## config.mk

```make
export PLATFORM = sky130hd
export DESIGN_NAME = tbus_arbiter
export DESIGN_NICKNAME = d
export VERILOG_FILES = /design/src/rtl/tbus_arbiter.sv
export SDC_FILE = /design/constraint.sdc
export NUM_CORES = 1
export LEC_CHECK = 0
export ABC_AREA = 0
export CAP_MARGIN = 20
export CORE_MARGIN = 8
export CORE_UTILIZATION = 54
export CTS_BUF_LIST = sky130_fd_sc_hd__clkbuf_4
export CTS_CLUSTER_SIZE = 30
export DETAILED_ROUTE_END_ITERATION = 12
export PLACE_DENSITY_LB_ADDON = 0.1
export SLEW_MARGIN = 40
export SYNTH_ARGS = -nofsm -noshare
export SYNTH_HDL_FRONTEND = slang
export SYNTH_SLANG_ARGS = --single-unit
```

## constraint.sdc

```tcl
create_clock -name CLK -period 2.5 [get_ports CLK]
set_input_delay 0.75 -clock CLK [delete_from_list [all_inputs] [get_ports CLK]]
set_output_delay 0.75 -clock CLK [all_outputs]
set_load 0.02 [all_outputs]
```

## src/rtl/tbus_arbiter.sv

```systemverilog
// rtl/tbus_arbiter.sv - round-robin owner arbiter and break-before-make sequencer for a TINV-driven shared bus
// Optional idle parking of bank PARK_ID on the bus is enabled by defining TBUS_PARK_EN.
module tbus_arbiter #(
    parameter int N_REQ       = 4,
    parameter int DEAD_CYCLES = 1,
    parameter int HOLD_MAX    = 8,
    parameter int PARK_ID     = 0
) (
    input  logic             CLK,
    input  logic             nRST,
    input  logic [N_REQ-1:0] REQ,
    output logic [N_REQ-1:0] GNT,
    output logic [N_REQ-1:0] EN,
    output logic [N_REQ-1:0] nEN,
    output logic             BUSY
);

    localparam int PW = (N_REQ > 1) ? $clog2(N_REQ) : 1;
    localparam int HW = (HOLD_MAX > 1) ? $clog2(HOLD_MAX + 1) : 1;
    localparam logic [HW-1:0] HOLD_LIM  = HW'(HOLD_MAX);
    localparam logic [1:0]    DEAD_INIT = 2'(DEAD_CYCLES - 1);

    generate
        if (N_REQ < 2 || N_REQ > 8) begin : g_bad_n_req
            $error("tbus_arbiter: N_REQ must be in 2..8");
        end
        if (DEAD_CYCLES < 1 || DEAD_CYCLES > 3) begin : g_bad_dead
            $error("tbus_arbiter: DEAD_CYCLES must be in 1..3");
        end
        if (PARK_ID < 0 || PARK_ID >= N_REQ) begin : g_bad_park
            $error("tbus_arbiter: PARK_ID out of range");
        end
        if (HOLD_MAX < 0) begin : g_bad_hold
            $error("tbus_arbiter: HOLD_MAX must be non-negative");
        end
    endgenerate

    typedef enum logic [1:0] {
        S_IDLE  = 2'd0,
        S_GRANT = 2'd1,
        S_TURN  = 2'd2
    } state_t;

    state_t            state, state_d;
    logic [PW-1:0]     rr_ptr, rr_d;
    logic [PW-1:0]     owner, owner_d;
    logic [HW-1:0]     hold_cnt, hold_d;
    logic [1:0]        dead_cnt, dead_d;
    logic [N_REQ-1:0]  gnt_d, en_d;

    logic              any_req;
    logic [PW-1:0]     win;
    logic              others_waiting;
    logic              hold_hit;
    logic              release_owner;
    logic              leave_park;

    function automatic logic [N_REQ-1:0] onehot(input logic [PW-1:0] idx);
        logic [N_REQ-1:0] v;
        v      = '0;
        v[idx] = 1'b1;
        return v;
    endfunction

    // First requester at or after ptr, wrapping; ptr itself when nobody asks.
    function automatic logic [PW-1:0] pick_winner(input logic [N_REQ-1:0] r,
                                                  input logic [PW-1:0]    ptr);
        logic [PW-1:0] w;
        logic          found;
        int            idx;
        w     = ptr;
        found = 1'b0;
        for (int i = 0; i < N_REQ; i++) begin
            idx = (int'(ptr) + i) % N_REQ;
            if (!found && r[PW'(idx)]) begin
                w     = PW'(idx);
                found = 1'b1;
            end
        end
        return w;
    endfunction

    assign any_req        = |REQ;
    assign win            = pick_winner(REQ, rr_ptr);
    assign others_waiting = |(REQ & ~onehot(owner));
    assign hold_hit       = (HOLD_MAX != 0) && (hold_cnt >= HOLD_LIM);
    assign release_owner  = !REQ[owner] || (hold_hit && others_waiting);

`ifdef TBUS_PARK_EN
    localparam logic [PW-1:0] PARK_IDX = PW'(PARK_ID);
    // A parked bank may hand over to itself directly; any other winner needs a full dead time.
    assign leave_park = EN[PARK_IDX] && (win != PARK_IDX);
`else
    assign leave_park = 1'b0;
`endif

    always_ff @(posedge CLK or negedge nRST) begin
        if (!nRST) begin
            state    <= S_IDLE;
            rr_ptr   <= '0;
            owner    <= '0;
            hold_cnt <= '0;
            dead_cnt <= '0;
            GNT      <= '0;
            EN       <= '0;
            nEN      <= '1;
            BUSY     <= 1'b0;
        end else begin
            state    <= state_d;
            rr_ptr   <= rr_d;
            owner    <= owner_d;
            hold_cnt <= hold_d;
            dead_cnt <= dead_d;
            GNT      <= gnt_d;
            EN       <= en_d;
            nEN      <= ~en_d;
            BUSY     <= |gnt_d;
        end
    end

    always_comb begin
        state_d = state;
        rr_d    = rr_ptr;
        owner_d = owner;
        hold_d  = hold_cnt;
        dead_d  = dead_cnt;
        case (state)
            S_IDLE: begin
                if (any_req) begin
                    if (leave_park) begin
                        state_d = S_TURN;
                        dead_d  = DEAD_INIT;
                    end else begin
                        state_d = S_GRANT;
                        owner_d = win;
                        hold_d  = HW'(1);
                    end
                end
            end
            S_GRANT: begin
                if (release_owner) begin
                    state_d = S_TURN;
                    rr_d    = (owner == PW'(N_REQ - 1)) ? '0 : owner + PW'(1);
                    dead_d  = DEAD_INIT;
                end else if (HOLD_MAX != 0 && hold_cnt < HOLD_LIM) begin
                    hold_d = hold_cnt + HW'(1);
                end
            end
            S_TURN: begin
                if (dead_cnt != 2'd0) begin
                    dead_d = dead_cnt - 2'd1;
                end else if (any_req) begin
                    state_d = S_GRANT;
                    owner_d = win;
                    hold_d  = HW'(1);
                end else begin
                    state_d = S_IDLE;
                end
            end
            default: begin
                state_d = S_IDLE;
            end
        endcase
    end

    always_comb begin
        gnt_d = '0;
        en_d  = '0;
        if (state_d == S_GRANT) begin
            gnt_d = onehot(owner_d);
            en_d  = onehot(owner_d);
        end
`ifdef TBUS_PARK_EN
        // Park only from a settled IDLE, so the cycle after TURN still floats.
        if (state == S_IDLE && state_d == S_IDLE) begin
            en_d[PARK_IDX] = 1'b1;
        end
`endif
    end

endmodule

```

; After elaboration in Yosys (flattened, before gate mapping)
; Index checks and enable logic that the tools add are counted.
[word_totals]
reg_bits = 21
output_inout_bits = 13
[classes]
add_sub_neg = 6
n_reduce_logical = 21
n_bitwise = 3
n_mux = 42
n_eq_ne = 9
magnitude_cmp = 10
[ops]
columns = operator, count
row1 = 2-bit two-way mux, 11
row2 = 4-bit two-way mux, 5
row3 = 2-bit by 4-bit < comparator with 1-bit output (second input constant), 4
row4 = 1-bit two-way mux, 15
row5 = 4-bit case mux with 3 select lines, 1
row6 = 4-bit OR reduction, 3
row7 = 1-bit binary-select mux with 2-bit select, 5
row8 = 2-bit inequality test (second input constant), 5
row9 = 4-bit NOT, 2
row10 = 2-bit case mux with 2 select lines, 2
row11 = 1-bit logical AND, 6
row12 = 2-bit by 3-bit < comparator with 1-bit output (second input constant), 2
row13 = 2-bit case mux with 3 select lines, 1
row14 = 2-bit by 1-bit adder with 2-bit output (second input constant), 2
row15 = 2-bit adder (second input constant), 2
row16 = 4-bit by 1-bit adder with 4-bit output (second input constant), 1
row17 = 4-bit bitwise AND, 1
row18 = 1-bit demux with 2-bit select, 2
row19 = 2-bit by 1-bit == test with 1-bit output (second input constant), 2
row20 = 2-bit == test (second input constant), 2
row21 = 2-bit by 1-bit greater-or-equal comparator with 1-bit output (second input constant), 2
row22 = 4-bit greater-or-equal comparator (second input constant), 1
row23 = 1-bit zero test, 4
row24 = 4-bit < comparator (second input constant), 1
row25 = 8 further kinds, 9

; Depth between registers and ports, before layout
[depth]
word_depth = 22
ltp_mapped = 8

; Least setup slack after synthesis
; OpenSTA, ideal clock, no wires.
[synth_timing]
path_kind = input -> register
from = input REQ[3]
to = register hold_cnt[0]
slack_ps = 464
t_arrival_ps = 1908
cell_stages = 6
path_cell_list = buf_2 > mux2i_1 > mux2_4 > o21ai_2 > nand3_1 > mux2_1
[synth_via]
elab_chain_len = 6
elab_cells_between_ends = 13
classes_between = 1 x eq/ne / 5 x mux / 1 x bitwise / 6 x reduce/logical
[synth_rtl]
columns = element, line
row1 = start: declaration, 11  ; input logic [N_REQ-1:0] REQ,
row2 = 1-bit binary-select mux with 2-bit select / 4-bit bitwise AND (equally long branches), "87, 85"
row3 = 1-bit two-way mux (implied by the code) / 4-bit OR reduction (equally long branches), "87, 85"
row4 = 1-bit zero test / 1-bit logical AND (equally long branches), 87  ; assign release_owner = !REQ[owner] || (hold_hit && others_waiting);
row5 = 1-bit logical OR, 87
row6 = 2-bit inequality test (no source line), -
row7 = 4-bit AND reduction (no source line), -
row8 = end signal: assignment, 112  ; hold_cnt <= hold_d;
row9 = end: declaration, 47  ; logic [HW-1:0] hold_cnt, hold_d;
; Several ways; a longest one is shown, not always the timed one. The select of a mux whose other input is x is not followed.
; A chain may end at the register's enable or synchronous reset.

; Worst setup path in the final report
[layout_timing]
from = input REQ[1]
to = register nEN[0]
[layout_via]
elab_chain_len = 22
elab_cells_between_ends = 48
classes_between = 2 x order compare / 1 x eq/ne / 31 x mux / 2 x bitwise / 12 x reduce/logical
[layout_rtl]
columns = element, line
row1 = 1-bit binary-select mux with 2-bit select, 75  ; if (!found && r[PW'(idx)]) begin
row2 = 1-bit two-way mux (implied by the code) (2 in a row), 75
row3 = 1-bit two-way mux, 75
row4 = 1-bit zero test, 75
row5 = 1-bit logical AND, 75
row6 = 1-bit two-way mux, 75
row7 = 1-bit zero test, 75
row8 = 1-bit logical AND, 75
row9 = [6 not listed], -
row10 = 2-bit case mux with 2 select lines (*), 127  ; case (state)
row11 = named net owner_d[1], 46  ; logic [PW-1:0] owner, owner_d;
row12 = 2-bit by 3-bit < comparator with 1-bit output (implied by the code) / 2-bit by 1-bit greater-or-equal comparator with 1-bit output (equally long branches), 61  ; v[idx] = 1'b1;
row13 = 1-bit logical AND (implied by the code), 61
row14 = 1-bit two-way mux (implied by the code), 61
row15 = 1-bit demux with 2-bit select (*), 61
row16 = 4-bit two-way mux (*), 169  ; if (state_d == S_GRANT) begin
row17 = 4-bit NOT (*), 116  ; nEN <= ~en_d;
row18 = end signal: assignment, 116
row19 = end: declaration, 14  ; output logic [N_REQ-1:0] nEN,
; The timed path passes the listed nets; every way through them passes the cells marked *. The select of a mux whose other input is x is not followed.

==> run metrics <==
Initial Util 0.577; Inserted Clock Buffers 3; most instantiated cells after synthesis 17 x dfrtp_1, 12 x nand2_1, 8 x inv_1; area of the die 0.00385 mm^2; Max clock buf depth 2; Worst-Margin Slew 0.458 ns; Critical Path Sink Type register; Main synth FF type dfrtp_1; GRT Total Usage 0.118; Vias 865; Hold EP dead_cnt[0]; clk sinks 21; Die Wd 62.0 um; total area of sequential cells 531 um^2; antenna viol nets, final 0; core area 0.00198 mm^2; nets 154; arrival time worst endpoint 2.43 ns; yosys warns 0; fmax 0.456 GHz; TritonCTS clock tree done; initial antenna violation count 0; root buf cell clkbuf_4; Post-synth EDFFs 0; setup-violating endpoint count in the final report 0; fill cell count 145; Finished Layout Cells 167; fin area 0.00142 mm^2; total grt overflow 0; clock latency on the worst-skew pair 0.30 ns; period utilization 0.877; Placed Cells 163; Tot Pwr 0.00172 W; PortBufs 18; Worst R2R Start owner[0]; Max IR drop VDD 668 uV; HP Class reg2reg; Async SR Flop Fraction 1.00; number of post-CTS setup repair buffers 0; total wire length 2.00 mm; Final Hold Fails 0; area of the mapped netlist 0.00114 mm^2; DRC errors left 0; post-synthesis cell type count 35; Cells on Worst Hold Path 1; RR Endpoint hold_cnt[2]; IO Pins 19; DRT Pass-1 Iters 4; register area share after synthesis 0.464; layout cells sized above 1 0.164; worst reg-to-reg path cell count 9; post-detail-place hpwl 1.62 mm; Syn Nets 127; Worst R2R Setup Slack 0.42 ns; post-synthesis register bit count 21; dominant cells by area after synthesis dfrtp_1 37%, dfstp_2 9.2%, ha_1 7.7%; global-route wire length before repair 3.31 mm; routability cong. 0.885; final max-slew violation count 0; cells after synthesis 114; Final Critical Period 2.19 ns; CTS Hold Bufs 0; CP max FO 9; clk_skew 0.00134 ns; placed standard-cell area 0.00139 mm^2; Startpoint Class input pin; die height 62.0 um; area leader, netlist dfrtp_1; Post-CTS Resized 0; Crit Path Class in2reg; H-tree depth 1; via density per instance 5.18; WP data required 2.74 ns; Iter 0 DRT Violations 18; leakage 0.627 nW; Min-Delay Startpoint dead_cnt[0]; syn avg cell area 10.0 um^2; relative slew slack 0.692; count leader, synth dfrtp_1; Critical Path Start REQ[1]; DR WL/cell 12.0 um; Yosys top cell area share 0.372; pwr/cell area 1210 mW/mm^2; vias in the first global route 805; RSZ-0062 raised after global routing false; area delta synth->final 23.9%; Max Cap Viol 0; cell row count 16; area of the multi-input gates 532 um^2; ANT cells 0; status finished, final reports clean; largest net degree at the start of global routing 22; Worst-path clk slew 0.11 ns
==> metrics by stage <==
step | TNS [ns] | worst slack (ns) | utilization | hold WS, ns
floorplan | 0 | 0.464 | - | 0.450
global placement | 0 | 0.0117 | 0.701 | 0.461
detailed placement | -0.00284 | -0.00284 | 0.701 | 0.477
CTS | 0 | 0.309 | 0.715 | 0.493
global route | 0 | 0.196 | 0.715 | 0.539
finish | 0 | 0.307 | 0.715 | 0.485
==> flip-flops by register name (all words and copies together) (netlist names) <==
name and count:
nEN 4, BUSY 1, rr_ptr 2, state 2, hold_cnt 4, dead_cnt 2
owner 2, EN 4
==> logic make-up (layout without fill, tap and decap cells) <==
logic type,Yosys count,after routing,synth area share
flops,21,21,0.464
buf+inv,15,41,0.0711
fa+ha+maj,7,7,0.0766
simple gates,42,42,0.198
compound gates,23,23,0.132
mux,6,6,0.0580
==> worst max-delay path by stage <==
stage | slack, ns | to | depth (start not counted)
3_5_place_dp | -0.003 | nEN[0] | 8
5_1_grt | 0.20 | hold_cnt[2] | 8
3_3_place_gp | 0.01 | nEN[0] | 8
2_1_floorplan | 0.46 | hold_cnt[0] | 6
6_report | 0.31 | nEN[0] | 8
4_1_cts | 0.31 | nEN[1] | 1
==> placed cells by master, fill, tap and decap left out, types with 2 or more instances in the layout <==
| cell | n |
|---|---|
| o21ai_0 | 5 |
| clkbuf_4 | 3 |
| o22ai_1 | 2 |
| o31ai_1 | 2 |
| nand2b_1 | 7 |
| mux2i_1 | 4 |
| nand3_1 | 3 |
| dfrtp_1 | 17 |
| a21oi_1 | 7 |
| buf_4 | 11 |
| ha_1 | 7 |
| nor2b_1 | 7 |
| clkdlybuf4s50_1 | 18 |
| or3_1 | 2 |
| inv_1 | 8 |
| dfstp_2 | 4 |
| nor2_1 | 3 |
| nand2_1 | 12 |
==> critical path, stage by stage <==
cell	delay, ns
clkdlybuf4s50_1	0.50
nor4_1	0.37
buf_4	0.18
nor3_2	0.06
nor2_1	0.13
a31oi_2	0.04
buf_4	0.18
or2_1	0.22
==> power breakdown <==
| group | leakage [nW] | switching (W) | internal [W] |
|---|---|---|---|
| clock | 0.0177 | 0.0000987 | 0.0000596 |
| combinational | 0.350 | 0.000469 | 0.000457 |
| sequential | 0.259 | 0.000129 | 0.000502 |
==> area by class of cell <==
type	instances	area share
clock buffer	3	0.0159
inverter	8	0.0212
sequential	21	0.375
tap	27	0.0239
multi-input combinational	78	0.375
clock inverter	1	0.00353
timing repair buffer	29	0.186
==> routing by layer <==
| metal | GRT usage | vias up | wire length, um |
|---|---|---|---|
| met5 | 0 | - | 0 |
| met4 | 0.0584 | 0 | 40 |
| met3 | 0.0329 | 4 | 157 |
| met2 | 0.198 | 22 | 931 |
| met1 | 0.135 | 399 | 874 |
| li1 | - | 440 | - |
(Power assumes the default switching activity.)
==> RTL edit, RTL diff (config.mk and constraints unchanged) <==
Encoding of `state_t`: now one-hot (3 bits for 3 states).
--- a/src/rtl/tbus_arbiter.sv
+++ b/src/rtl/tbus_arbiter.sv
@@ -37,6 +37,6 @@
 
-    typedef enum logic [1:0] {
-        S_IDLE  = 2'd0,
-        S_GRANT = 2'd1,
-        S_TURN  = 2'd2
+    typedef enum logic [2:0] {
+        S_IDLE  = 3'b001,
+        S_GRANT = 3'b010,
+        S_TURN  = 3'b100
     } state_t;
Formal check against the unedited RTL: no difference found for any inputs over 4 cycles, from zero or initial values and one cycle with nRST low; so few cycles prove little.
==> RTL edit against the original RTL <==
  * Wire length is 27% higher
  * Combinational power is 6.5% higher
  * Largest power group unchanged
  * Cell area is 4.9% higher
  * Critical endpoint is now nEN[1]
  * Clock skew is 9.9 ps higher
  * Total power is 10% higher
  * Highest routed layer unchanged
  * Sequential cell count is 1 higher
  * Clock power is 77% higher
  * Synthesized area is 0.33% higher
  * Setup slack worse by 230 ps
==> RTL edit: results (changes against the original RTL) <==
----------------------------------------------------
[Synthesis]
  Number of nets in the synthesized netlist ... 123 (was 127)
  Number of library cell types mapped by synthesis ... 36 (was 35)
  Share of synthesized area occupied by flip-flops and latches ... 48.53% (was 46.39%)
  Syn Inst Count ... 110 (was 114)
  Synth cell count leaders ... sky130_fd_sc_hd__dfrtp_1, sky130_fd_sc_hd__inv_1, sky130_fd_sc_hd__ha_1, sky130_fd_sc_hd__nand2_1, sky130_fd_sc_hd__a21oi_1 (was sky130_fd_sc_hd__dfrtp_1, sky130_fd_sc_hd__nand2_1, sky130_fd_sc_hd__inv_1)

[Drt]
  Vias/cell ... 5.512 (was 5.180)
  Post-detailed-routing wire length ... 2.544 mm (was 2.003 mm)

[Finish]
  Clock distribution area overhead in the final layout ... 3.538% (was 1.943%)
  Final cell count without fillers ... 168 (was 167)
  Number of filler instances in the final layout ... 140 (was 145)
  Non-clock buffer count ... 32 (was 29)
  Share of final-layout standard cells stronger than drive strength 1 ... 19.86% (was 16.43%)
  Fraction of area in multi-input gates ... 34.46% (was 37.54%)
  Proportion of cell area occupied by registers ... 37.49% (was 37.46%)
  Non-clock inverter count in the final layout ... 12 (was 8)
  Number of combinational gates with multiple inputs ... 71 (was 78)
  Sequential cells ... 22 (was 21)

[Setup path]
  R2r setup slk ... 470 ps (was 420 ps)
  Maximum fanout count along the critical path ... 6 (was 9)
  R2R Path Start ... dead_cnt[0] (was owner[0])
  Destination of the worst register-to-register timing path ... nEN[1] (was hold_cnt[2])
  Maximum single-stage delay on the critical path ... 570 ps (was 500 ps)
  Arrival time of data at the critical path endpoint ... 2670 ps (was 2430 ps)
  Length in cells of the worst reg-to-reg path ... 7 (was 9)

[CTS]
  Clock latency reported for the late side of the worst-skew pair ... 320 ps (was 300 ps)

[Global routing]
  Pin count of the biggest net entering global routing ... 23 (was 22)
  Global Route Usage Sum ... 15.39% (was 11.82%)
  Wire length of the first global-routing pass ... 4.291 mm (was 3.305 mm)

[Power and ir drop]
  Net switching power of the design ... 738.8 uW (was 696.0 uW)

[Timing]
  Worst-Margin Slew ... 359.3 ps (was 457.8 ps)
  Clock Skews ... 11.24 ps (was 1.338 ps)
  Final hold slack ... 507.5 ps (was 484.6 ps)

[Placed design]
  Setup slack after placement ... -259.6 ps (was -2.839 ps)
  HPWL Detailed ... 1.991 mm (was 1.616 mm)

[Status]
  Run status ... complete, no violations (unchanged)

----------------------------------------------------
RTL edit: worst max path at each step:
stage,start,to,slack [ps],cells past startpoint
after floorplan,REQ[1],nEN[0],290,4
after global placement,REQ[1],nEN[0],-200,5
after detailed placement,REQ[1],nEN[1],-260,5
after CTS,REQ[1],nEN[1],100,5
after global routing,REQ[1],EN[1],20,6
final,REQ[1],nEN[1],80,5
RTL edit: kinds of logic after synthesis:
| logic type | share of synthesized area [%] |
|---|---|
| AOI/OAI and AO/OA | 13.30 |
| adders and majority gates | 7.633 |
| buffers and inverters | 6.870 |
| DFF | 48.53 |
| muxes | 5.453 |
| and+or+nand+nor | 18.21 |
RTL edit: routing by layer:
metal / wire length (um) / part of all wire (%) / GRT usage [%] / vias up
li1: - / - / - / 445
met1: 1082 / 43 / 18.26 / 454
met2: 1339 / 53 / 26.11 / 23
met3: 94 / 3.7 / 3.292 / 4
met4: 28 / 1.1 / 6.494 / 0
met5: 0 / 0 / 0 / -
RTL edit: worst max-delay path: cells and delay by family:
kind,cells,cell delay [ps]
buffers and inverters,1,480
multiplexers,1,310
AND/OR/NAND/NOR,3,1120
RTL edit: power by group through the flow:
stage / clock network, mW / logic (mW) / registers, mW
floorplan: 0 / 0.525 / 0.662
global placement: 0 / 0.938 / 0.626
detailed placement: 0 / 0.980 / 0.635
CTS: 0.285 / 0.986 / 0.625
global route: 0.299 / 1.08 / 0.649
finish: 0.279 / 0.986 / 0.627
RTL edit: per-stage QoR:
step           power (mW)  instance area (um2)
2_1_floorplan       1.187                 1147
3_3_place_gp        1.564                 1433
3_5_place_dp        1.614                 1433
4_1_cts             1.897                 1485
5_1_grt             2.027                 1485
6_report            1.891                 1485
